**src/rtl/router_fifo.sv**
```systemverilog
// Per-destination output buffer of the 1x3 router.
// Stores packet bytes with a header tag; registered read port.
module router_fifo #(
  parameter int DEPTH = 16,
  parameter int WIDTH = 8,
  parameter int PTR_W = 4
) (
  input  logic             clk1,
  input  logic             reset,
  input  logic             soft_reset,
  input  logic             write_enb,
  input  logic             lfd_state,
  input  logic [WIDTH-1:0] data_in,
  input  logic             read_enb,
  output logic [WIDTH-1:0] data_out,
  output logic             data_valid,
  output logic             header_out,
  output logic             empty,
  output logic             full,
  output logic [PTR_W:0]   count
);

  localparam logic [PTR_W:0] ONE = {{PTR_W{1'b0}}, 1'b1};

  logic [WIDTH:0]   r_mem [DEPTH];
  logic [PTR_W:0]   r_wr_ptr;
  logic [PTR_W:0]   r_rd_ptr;
  logic [WIDTH-1:0] r_dout;
  logic             r_hdr;
  logic             r_valid;

  logic             w_clr;
  logic             w_empty;
  logic             w_full;
  logic             w_wr_acc;
  logic             w_rd_acc;
  logic [PTR_W-1:0] w_wr_addr;
  logic [PTR_W-1:0] w_rd_addr;

  assign w_clr     = reset | soft_reset;
  assign w_wr_addr = r_wr_ptr[PTR_W-1:0];
  assign w_rd_addr = r_rd_ptr[PTR_W-1:0];
  assign w_empty   = (r_wr_ptr == r_rd_ptr);
  assign w_full    = (w_wr_addr == w_rd_addr) &&
                     (r_wr_ptr[PTR_W] != r_rd_ptr[PTR_W]);

  // Accepts are judged on pre-edge flags only.
  assign w_wr_acc  = write_enb & ~w_full & ~w_clr;
  assign w_rd_acc  = read_enb & ~w_empty & ~w_clr;

  always_ff @(posedge clk1) begin
    if (w_clr) begin
      r_wr_ptr <= '0;
      r_rd_ptr <= '0;
      r_dout   <= '0;
      r_hdr    <= 1'b0;
      r_valid  <= 1'b0;
    end else begin
      r_valid <= w_rd_acc;
      if (w_wr_acc) begin
        r_wr_ptr <= r_wr_ptr + ONE;
      end
      if (w_rd_acc) begin
        r_rd_ptr         <= r_rd_ptr + ONE;
        {r_hdr, r_dout}  <= r_mem[w_rd_addr];
      end
    end
  end

  always_ff @(posedge clk1) begin
    if (w_wr_acc) begin
      r_mem[w_wr_addr] <= {lfd_state, data_in};
    end
  end

  assign data_out   = r_dout;
  assign header_out = r_hdr;
  assign data_valid = r_valid;
  assign empty      = w_empty;
  assign full       = w_full;
  assign count      = r_wr_ptr - r_rd_ptr;

endmodule

```
**config.mk**
```make
export PLATFORM = sky130hd
export DESIGN_NAME = router_fifo
export DESIGN_NICKNAME = d
export VERILOG_FILES = /design/src/rtl/router_fifo.sv
export SDC_FILE = /design/constraint.sdc
export NUM_CORES = 1
export LEC_CHECK = 0
export ABC_AREA = 1
export CAP_MARGIN = 25
export CORE_MARGIN = 4
export CORE_UTILIZATION = 59
export DETAILED_ROUTE_END_ITERATION = 8
export PLACE_DENSITY = 0.78
export SLEW_MARGIN = 20
export SYNTH_ARGS = -nofsm -noshare
export SYNTH_HDL_FRONTEND = slang
export SYNTH_SLANG_ARGS = --single-unit
```
**constraint.sdc**
```tcl
create_clock -name clk1 -period 3.6 [get_ports clk1]
set_clock_uncertainty 0.15 [all_clocks]
set_input_delay 0.72 -clock clk1 [delete_from_list [all_inputs] [get_ports clk1]]
set_output_delay 0.72 -clock clk1 [all_outputs]
set_load 0.02 [all_outputs]
```
==> results.txt <==
The run finished with clean final reports. The number of levels the H-tree was split into is 4. The number of non-filler instances in the completed layout is 919. STA puts the critical path data required time at 2.73 ns. The worst setup margin is 0.250 ns.

Entering global routing, the biggest net connects 74 pins. Traced cell by cell, the critical path runs through inv_1 -> ha_1 -> nand2_2 -> nor2_4 -> nand2_2 -> inv_1 -> clkdlybuf4s50_1. The number of antenna repair diodes came out at 0.

Buffers inserted to repair hold after CTS numbered 0. The reg-to-reg setup timing slack came out at 0.78 ns. After synthesis, flip-flops and latches occupy 65.2% of the total area. The category of the worst setup path launch point is a flip-flop.

The layout has 842 filler cells. The iteration count of the initial detailed-routing pass is 5. The fmax is 298 MHz. The area growth from synthesis to layout is 15.0%.

In this run the cell area measured after placement is 7720 µm². The clock latency at the later pin of the worst-skew pair is 0.42 ns. The per-cell via count in the routed design came out at 5.65. The element type at the critical path end is an output pin.

The largest vdd supply drop is 0.000338 V. The net count of the mapped netlist is 741. Setup violations remaining at the end of the flow were counted as 0.

In the synthesized netlist the dominant register cell turns out to be edfxtp_1. The number of setup buffers added after CTS is 0. Ranked by total cell area, the synthesized netlist is headed by edfxtp_1, nand2_1, nand3_1.

The number of max-capacitance violations reported is 0. The cell sitting at the root of the clock tree is a clkbuf_16. The peak fanout along the critical path came out at 14. The largest total area in the synthesized netlist belongs to edfxtp_1.

The startpoint of the lowest-slack hold path is r_wr_ptr[4]. The register area came out at 4730 µm². The number of hold violations in the final report came out at 0. The vertical extent of the die is 119 µm. The footprint of the multi-input gates came out at 2000 µm².

The area of the core region is 12000 µm². The worst setup path is of the reg -> out kind. The area enclosed by the die boundary came out at 14100 µm².

The count of nets after finishing is 783. In this run the remaining antenna-violating nets after routing total 0. The transition time of the tightest slew-check pin came out at 0.837 ns. In this run the tightest slew margin relative to its limit is 44.0%. The hold path depth came out at 2. The remaining global-route overflow is 0. The count of buffers added on input and output ports is 30. The final weighted congestion of routability-driven global placement is 0.918. Of the post-synthesis cell area, the dominant cell type holds 59.7%.

The initial antenna violation count is 0. The initial cell density of the core is 60.3%. The mean instance size in the synthesized netlist came out at 10.1 µm². Wires add up to 17300 µm.

The synthesized instance count is 717. The post-route netlist has 10.1% of its cells at a drive strength greater than 1. The floorplan has 40 rows. The total number of clock tree sinks is 164. For this run, design rule violations remaining after detail routing come to 0.

The clock input transition at the sequential cells of the worst setup and hold paths is 0.06 ns. The post-route minimum period is 3.35 ns. The start of the worst register-to-register path is r_rd_ptr[2]. The count of flip-flops with a built-in enable after synthesis came out at 144. The synthesized netlist contains 30 unique library cells. The boundary pin count came out at 31.

The longest clock path from root to sink contains 2 buffers. The wire length of the first global-routing pass is 27500 µm. The number of design-rule violations left by the first detailed-router iteration is 546. Ranked by instance count, the synthesized netlist is headed by nand2_1, edfxtp_1, nand3_1. The overall die width is 119 µm. The number of placed instances, taps included came out at 887. The total negative setup slack is 0 ns. Counting flops with an async set or reset pin after synthesis yields a share of 0%. The most common cell in the synthesized netlist is nand2_1. The worst slack at placement came out at 0.524 ns. Setup repair after global routing left no endpoint under its margin. The final worst-path cycle share is 93.1%. The critical path buffer and inverter count came out at 3. The synthesized design contains 164 register bits. The count of final max-slew check failures is 0. The overall fraction of global-route tracks in use is 25.7%.

The path depth of the worst reg2reg path is 9. In this design, the stage delay of the slowest critical-path cell is 0.60 ns. The via count of the first global-routing pass came to 5151. Among cell families on the critical path, the largest total delay comes from buffers and inverters. The area of the mapped netlist is 7250 µm². The clock tree from TritonCTS is built. The detailed-route wire length per cell came out at 18.8 µm. The total CTS buffers came out at 17. The tightest min-delay check is of the reg -> reg type. The design area came out at 8330 µm².

The detailed-route via count came out at 5188. The slowest stage of the critical path is the clkdlybuf4s50_1 cell. The end of the worst register-to-register path is r_mem[0][0]. The estimated wirelength of the detail-placed design is 10900 µm. Yosys printed 0 warnings. The power density over the cells came out at 495 nW/µm².

The static power due to leakage is 3.42 nW. The number of cells upsized or downsized after cts came out at 0. At the worst endpoint, the arrival time is 2.48 ns. The endpoint with the worst hold slack is r_wr_ptr[4].
-- worst max-delay path by stage --
stage,from,to,slack (ns),depth (start not counted)
floorplan,r_rd_ptr[2],r_mem[15][0],1.02,8
global placement,r_rd_ptr[2],count[3],0.63,6
detailed placement,r_rd_ptr[2],full,0.52,7
CTS,r_rd_ptr[2],full,0.07,7
global route,r_wr_ptr[0],count[4],0.14,8
finish,r_rd_ptr[2],full,0.25,7
-- where the power goes --
part | internal (mW) | total, mW | switching [mW]
Combinational | 0.0587 | 0.187 | 0.128
Clock | 1.10 | 1.85 | 0.752
Sequential | 2.08 | 2.08 | 0.00520
-- stage by stage --
| step | util, % | hold slack [ns] | total power [mW] |
|---|---|---|---|
| 3_3_place_gp | 64.3 | 0.352 | 2.30 |
| 2_1_floorplan | - | 0.333 | 2.22 |
| 6_report | 69.3 | 0.378 | 4.12 |
| 5_1_grt | 69.3 | 0.403 | 4.23 |
| 3_5_place_dp | 64.3 | 0.360 | 2.31 |
| 4_1_cts | 69.3 | 0.373 | 4.13 |
-- registers in the layout, summed over array words and instances (netlist names) --
name	cells
data_valid	1
r_rd_ptr	5
header_out	1
r_mem	144
data_out	8
r_wr_ptr	5
-- layout by cell type (no fill, tap or decap), types with 3 or more instances in the layout --
cell | netlist | routed
inv_2 | 4 | 4
nor3_1 | 3 | 3
bufinv_16 | 0 | 3
o21ai_0 | 13 | 13
nand3_1 | 86 | 86
ha_1 | 9 | 9
nor2_1 | 54 | 54
nand2_2 | 5 | 5
edfxtp_1 | 144 | 144
dfxtp_1 | 20 | 18
xor2_1 | 5 | 5
a21oi_1 | 14 | 14
buf_4 | 4 | 22
inv_1 | 85 | 85
nand2_1 | 229 | 229
clkbuf_16 | 0 | 17
clkinv_4 | 0 | 4
a21boi_2 | 3 | 3
clkdlybuf4s50_1 | 0 | 30
-- metal layers --
metal  part of all wire [%]  track usage (%)  vias up
met4                    3.2             9.92        0
met2                     50             43.5      255
met1                     38             32.7     2471
met5                      0                0        -
li1                       -                -     2417
met3                    8.4             5.65       45
-- worst reg2reg max path, stage by stage, from the launching register on --
cell and delay, ns:
dfxtp_2 0.50, inv_1 0.11, ha_1 0.38, nand2_2 0.12
nor2_4 0.06, nand2_2 0.09, nand3_2 0.15, inv_2 0.15
nand2_1 0.12, nor2_1 0.60
-- kinds of logic (layout without fill, tap and decap cells) --
family | after synthesis | count (layout) | share of synthesized area (%)
AOI/OAI and AO/OA | 33 | 33 | 2.68
adders and majority gates | 10 | 10 | 1.83
xor gates and xnor gates | 5 | 5 | 0.604
DFF | 164 | 164 | 65.2
buffers and inverters | 120 | 175 | 7.18
and+or+nand+nor | 385 | 385 | 22.5
-- layout make-up --
cell class | instances | area share [%]
Sequential cell | 164 | 56.8
Tap cell | 147 | 2.21
Multi-Input combinational cell | 433 | 24.0
Clock buffer | 18 | 5.15
Timing Repair Buffer | 52 | 5.59
Clock inverter | 14 | 2.15
Inverter | 91 | 4.13
Power figures use the tool's default switching activity.
